===== config.mk =====
export PLATFORM = sky130hd
export DESIGN_NAME = fetch_stage
export DESIGN_NICKNAME = d
export VERILOG_FILES = /design/src/rtl/fetch_stage.sv
export SDC_FILE = /design/constraint.sdc
export NUM_CORES = 1
export LEC_CHECK = 0
export CORE_ASPECT_RATIO = 0.8
export CORE_MARGIN = 2
export CORE_UTILIZATION = 47
export CTS_CLUSTER_DIAMETER = 120
export DETAILED_ROUTE_END_ITERATION = 10
export GPL_TIMING_DRIVEN = 0
export HOLD_SLACK_MARGIN = 0.12
export PLACE_DENSITY_LB_ADDON = 0.05
export SLEW_MARGIN = 20
export SYNTH_ARGS = -nofsm -noshare
export SYNTH_HDL_FRONTEND = slang
export SYNTH_SLANG_ARGS = --single-unit

===== constraint.sdc =====
create_clock -name clk -period 2 [get_ports clk]
set_clock_uncertainty 0.1 [all_clocks]
set_input_delay 0.4 -clock clk [delete_from_list [all_inputs] [get_ports clk]]
set_output_delay 0.4 -clock clk [all_outputs]
set_load 0.05 [all_outputs]

===== src/rtl/fetch_stage.sv =====
// fetch_stage: instruction-fetch stage in front of decode.
//   Holds the PC and reads a synchronous instruction memory that returns data
//   one cycle after the request. Owns the IF/ID register (o_inst/o_pc/o_valid).
//   Handles decode stall, jump redirect/flush and HALT. A 1-entry skid buffer
//   catches the word that returns while decode is stalled, so no word is lost
//   or duplicated.
// Ports:
//   clk, reset      clock, async active-high reset
//   i_stall         decode not accepting; IF/ID holds
//   i_jump          redirect + flush, highest priority
//   i_jump_target   redirect PC
//   o_imem_en       imem read request this cycle
//   o_imem_addr     imem read address (current PC)
//   i_imem_rdata    imem data, valid the cycle after o_imem_en
//   o_inst, o_pc    IF/ID instruction and its PC
//   o_valid         IF/ID holds a real instruction (0 = bubble)
//   o_halted        stage is in HALTED
module fetch_stage #(
    parameter int               ADDR_W      = 8,
    parameter logic [ADDR_W-1:0] RESET_PC   = '0,
    parameter logic [3:0]       HALT_OPCODE = 4'hF
) (
    input  logic              clk,
    input  logic              reset,
    input  logic              i_stall,
    input  logic              i_jump,
    input  logic [ADDR_W-1:0] i_jump_target,
    output logic              o_imem_en,
    output logic [ADDR_W-1:0] o_imem_addr,
    input  logic [15:0]       i_imem_rdata,
    output logic [15:0]       o_inst,
    output logic [ADDR_W-1:0] o_pc,
    output logic              o_valid,
    output logic              o_halted
);

    typedef enum logic {FETCH, HALTED} state_t;

    state_t            state_q, state_d;
    logic [ADDR_W-1:0] pc_q, pc_d;
    logic              inflight_q, inflight_d;
    logic [ADDR_W-1:0] inflight_pc_q, inflight_pc_d;
    logic              skid_valid_q, skid_valid_d;
    logic [15:0]       skid_inst_q, skid_inst_d;
    logic [ADDR_W-1:0] skid_pc_q, skid_pc_d;
    logic [15:0]       inst_q, inst_d;
    logic [ADDR_W-1:0] out_pc_q, out_pc_d;
    logic              valid_q, valid_d;

    logic              issue;
    logic              load;
    logic [15:0]       ld_inst;
    logic [ADDR_W-1:0] ld_pc;

    // No new read while the skid is occupied: that guarantees a return and a
    // skid drain never collide in the same cycle.
    assign issue = (state_q == FETCH) & ~i_jump & ~i_stall & ~skid_valid_q;

    assign o_imem_en   = issue & ~reset;
    assign o_imem_addr = pc_q;
    assign o_inst      = inst_q;
    assign o_pc        = out_pc_q;
    assign o_valid     = valid_q;
    assign o_halted    = (state_q == HALTED);

    always_comb begin
        state_d       = state_q;
        pc_d          = pc_q;
        inflight_d    = inflight_q;
        inflight_pc_d = inflight_pc_q;
        skid_valid_d  = skid_valid_q;
        skid_inst_d   = skid_inst_q;
        skid_pc_d     = skid_pc_q;
        inst_d        = inst_q;
        out_pc_d      = out_pc_q;
        valid_d       = valid_q;
        load          = 1'b0;
        ld_inst       = i_imem_rdata;
        ld_pc         = inflight_pc_q;

        if (i_jump) begin
            // Flush everything in flight; target is issued next cycle.
            pc_d         = i_jump_target;
            inflight_d   = 1'b0;
            skid_valid_d = 1'b0;
            valid_d      = 1'b0;
            state_d      = FETCH;
        end else begin
            if (issue) begin
                pc_d          = pc_q + 1'b1;
                inflight_d    = 1'b1;
                inflight_pc_d = pc_q;
            end else begin
                inflight_d = 1'b0;
            end

            if (i_stall) begin
                // Skid is always empty here: a return only follows an
                // unstalled issue cycle, which required an empty skid.
                if (inflight_q) begin
                    skid_valid_d = 1'b1;
                    skid_inst_d  = i_imem_rdata;
                    skid_pc_d    = inflight_pc_q;
                end
            end else begin
                if (skid_valid_q) begin
                    load         = 1'b1;
                    ld_inst      = skid_inst_q;
                    ld_pc        = skid_pc_q;
                    skid_valid_d = 1'b0;
                end else if (inflight_q) begin
                    load = 1'b1;
                end

                if (load) begin
                    inst_d   = ld_inst;
                    out_pc_d = ld_pc;
                    valid_d  = 1'b1;
                    // HALT: drop the read issued this cycle, park PC after it.
                    if (ld_inst[15:12] == HALT_OPCODE) begin
                        state_d    = HALTED;
                        inflight_d = 1'b0;
                        pc_d       = ld_pc + 1'b1;
                    end
                end else begin
                    valid_d = 1'b0;
                end
            end
        end
    end

    always_ff @(posedge clk or posedge reset) begin
        if (reset) begin
            state_q       <= FETCH;
            pc_q          <= RESET_PC;
            inflight_q    <= 1'b0;
            inflight_pc_q <= '0;
            skid_valid_q  <= 1'b0;
            skid_inst_q   <= '0;
            skid_pc_q     <= '0;
            inst_q        <= '0;
            out_pc_q      <= '0;
            valid_q       <= 1'b0;
        end else begin
            state_q       <= state_d;
            pc_q          <= pc_d;
            inflight_q    <= inflight_d;
            inflight_pc_q <= inflight_pc_d;
            skid_valid_q  <= skid_valid_d;
            skid_inst_q   <= skid_inst_d;
            skid_pc_q     <= skid_pc_d;
            inst_q        <= inst_d;
            out_pc_q      <= out_pc_d;
            valid_q       <= valid_d;
        end
    end

endmodule

==> reports/metrics.json <==
{
  "status": {
    "outcome": "finished with violations",
    "violations_in_the_final_reports": "setup timing"
  },
  "timing": {
    "final-hold-violation-count": 0,
    "maxSlewViolCount": 0,
    "clock.fmax_mhz": 433,
    "maxSlewHeadroom": 0.653,
    "final-setup-viol-count": 5,
    "final.setup.worst_slack_ps": -307,
    "finalWorstPathRequiredPeriod_ps": 2310,
    "rsz0062_at_grt": "yes",
    "post-route-period-util": 1.15,
    "tightestPinTransition_ps": 522
  },
  "final_layout": {
    "ratio_of_cells_with_drive_above_1_in_the_final_layout": 0.247,
    "finished_layout_cells": 468,
    "fin_nets": 409,
    "antenna_cells_inserted": 0,
    "final.fill_count": 537,
    "area_delta_synth_final_pct": 38.0,
    "mostFrequentLayoutCell": "dfrtp_1",
    "most-common-layout-cells": "dfrtp_1, nand2_1, dlygate4sd2_1"
  },
  "drt": {
    "firstDrtPassIters": 5,
    "first_iter_violations": 114,
    "drc_errors": 0,
    "wl_um": 7680,
    "detail-route-antenna-nets": 0,
    "wire_per_inst_um": 16.4,
    "vias": 2560,
    "via_per_inst": 5.47
  },
  "placement": {
    "dp_cells": 440,
    "place.port_buffers": 61,
    "place.gp.congestion": 0.838,
    "detailedPlacementHpwl_um": 5440
  },
  "setup_path": {
    "cell_with_the_largest_stage_delay_on_the_worst_path": "or4_4",
    "cp_num_cells": 5,
    "worst_path_largest_cell_delay_ps": 530,
    "timing.rr.start": "skid_valid_q",
    "critical-path-top-cell-by-count": "buf_6",
    "timing.critical_path.to_type": "primary output",
    "critical_path_required_ps": 1500,
    "r2r_setup_slack_ps": -250,
    "crit_arrival_ps": 1810,
    "path_max_fanout": 2,
    "critical_path.startpoint": "skid_valid_q",
    "setup.worst_path.start_class": "register",
    "reg2reg_depth": 9,
    "rr_endpoint": "o_imem_addr[6]",
    "path_cells": "buf_6, or4_4, clkbuf_16, nor2_4, buf_6",
    "critical_path.n_buffers_inverters": 3,
    "criticalPathCategory": "reg2out",
    "endpoint": "o_imem_en",
    "timing.critical_path.max_delay_family": "simple AND/OR/NAND/NOR gates"
  },
  "run": {
    "drv_cap": 0
  },
  "floorplanning": {
    "fp.coreArea_um2": 6510,
    "top_level_ports": 63,
    "placementRows": 26,
    "start_util": 0.494,
    "floorplan.die.height_um": 78.0,
    "fp.dieW_um": 96.5,
    "die_area_um2": 7530
  },
  "synthesis": {
    "synth_edf_count": 0,
    "netlist_area_um2": 3220,
    "yosys_warnings": 0,
    "syn-num-nets": 323,
    "synth-main-ff-cell": "dfrtp_1",
    "ys_seq_elements": 68,
    "synth_cell_type_count": 35,
    "synth_cells": 293,
    "synth_sequential_area_ratio": 0.529,
    "syn_area_per_cell_um2": 11.0,
    "synthArstFlopShare": 1.00
  },
  "power_and_ir_drop": {
    "irDropWorstVdd_v": 0.000565,
    "total_power_uw": 4690,
    "cellPowerDensity_nw_per_um2": 1060,
    "p_leak_uw": 0.00196
  },
  "clock_network": {
    "cts.root.buffer_cell": "clkbuf_8",
    "cts_tree": "done",
    "clkSinkCount": 68,
    "ctsHtreeMaxLevel": 3,
    "clock_insertion_delay_worst_skew_ps": 350,
    "cts_hold_bufs": 0,
    "path_clk_slew_ps": 80,
    "cts_inserted_buffers": 9,
    "clockBufferDepth": 2
  },
  "global_routing": {
    "grt-ovfl-total": 0,
    "maximum_number_of_pins_on_one_net_before_global_route_repair": 33,
    "first_global_vias": 2400,
    "number_of_antenna_violations_at_the_first_check_in_global_routing": 0,
    "grt_pass1_wl_um": 12200,
    "grt_util_all_layers": 0.214
  },
  "min_path": {
    "min_path_type": "in2async"
  }
}
## report_power, final
group / switching (uW) / total, uW / leakage [uW] / internal (uW)
clock network: 552 / 1320 / 0.000112 / 772
logic: 922 / 1450 / 0.00104 / 531
registers: 232 / 1920 / 0.000810 / 1690
## state kept, by name, summed over array words and instances (netlist names)
register	count
skid_inst_q	16
skid_pc_q	8
o_halted	1
inflight_q	1
o_pc	8
inflight_pc_q	8
o_inst	16
o_valid	1
o_imem_addr	8
skid_valid_q	1
## layout make-up
class | count | area [um^2] | share of cell area
sequential | 68 | 1700 | 0.384
clock buffer | 11 | 151 | 0.0341
multi-input combinational | 203 | 1520 | 0.343
clock inverter | 5 | 83.8 | 0.0189
tap | 84 | 105 | 0.0237
buffer | 16 | 129 | 0.0290
inverter | 6 | 26.3 | 0.00592
timing repair buffer | 75 | 717 | 0.161
## worst reg2reg max path, stage by stage, from the launching register on
cell and delay, ps:
dfrtp_1 410, buf_6 130, or4_4 530, buf_4 150, buf_6 100, buf_6 120
nor3_4 190, xor2_2 170, nor3_2 70, a221oi_2 200
## metal layers
layer,up-vias,wire length (um),track usage
met3,9,450,0.0786
li1,1193,-,-
met4,0,96,0.0634
met5,-,0,0
met1,1276,3660,0.315
met2,82,3470,0.295
## kinds of logic (layout without fill, tap and decap cells)
| kind of cell | after synthesis | after routing | share of synthesized area |
|---|---|---|---|
| buf+inv | 22 | 113 | 0.0307 |
| flops | 68 | 68 | 0.529 |
| compound gates | 40 | 40 | 0.0797 |
| fa+ha+maj | 2 | 2 | 0.00778 |
| mux | 52 | 52 | 0.173 |
| simple gates | 97 | 97 | 0.147 |
| xor+xnor | 12 | 12 | 0.0327 |
## how the worst min path moves through the flow
| stage | from | end | slack, ps | cells after the start |
|---|---|---|---|---|
| after floorplan | inflight_pc_q[7] | inflight_pc_q[7] | 360 | 2 |
| after global placement | o_valid | o_valid | 380 | 1 |
| after detailed placement | o_valid | o_valid | 370 | 1 |
| after CTS | reset | o_imem_addr[6] | 340 | 2 |
| after global routing | reset | o_imem_addr[6] | 340 | 2 |
| final | reset | o_imem_addr[6] | 340 | 2 |
## metrics by stage
stage	hold WS, ps	TNS (ps)	utilization	instance area, um^2	setup slack [ps]
after floorplan	363	-185	-	3230	-143
after global placement	377	-51580	0.606	3950	-1160
after detailed placement	366	-37440	0.613	3990	-1170
after CTS	345	-1100	0.664	4320	-304
after global routing	339	-1730	0.682	4440	-371
final	336	-773	0.682	4440	-307
## Yosys cell counts (all sizes together), types with 5 or more instances
master / instances / area (um^2)
inv: 6 / 22.5
xnor2: 5 / 43.8
nor2: 29 / 109
buf: 8 / 46.3
nand4: 7 / 43.8
nand2: 36 / 135
a21oi: 25 / 125
nor3: 6 / 40.0
dfrtp: 68 / 1700
mux2i: 22 / 220
clkbuf: 8 / 30.0
mux2: 30 / 338
xor2: 7 / 61.3
## timing repair
item,CTS,global route
resized for setup,64,23
pin swaps,5,7
setup buffers,7,6
endpoints found under the setup margin,84,33
cloned,0,0
No activity file was read; power rests on OpenSTA's default activity.
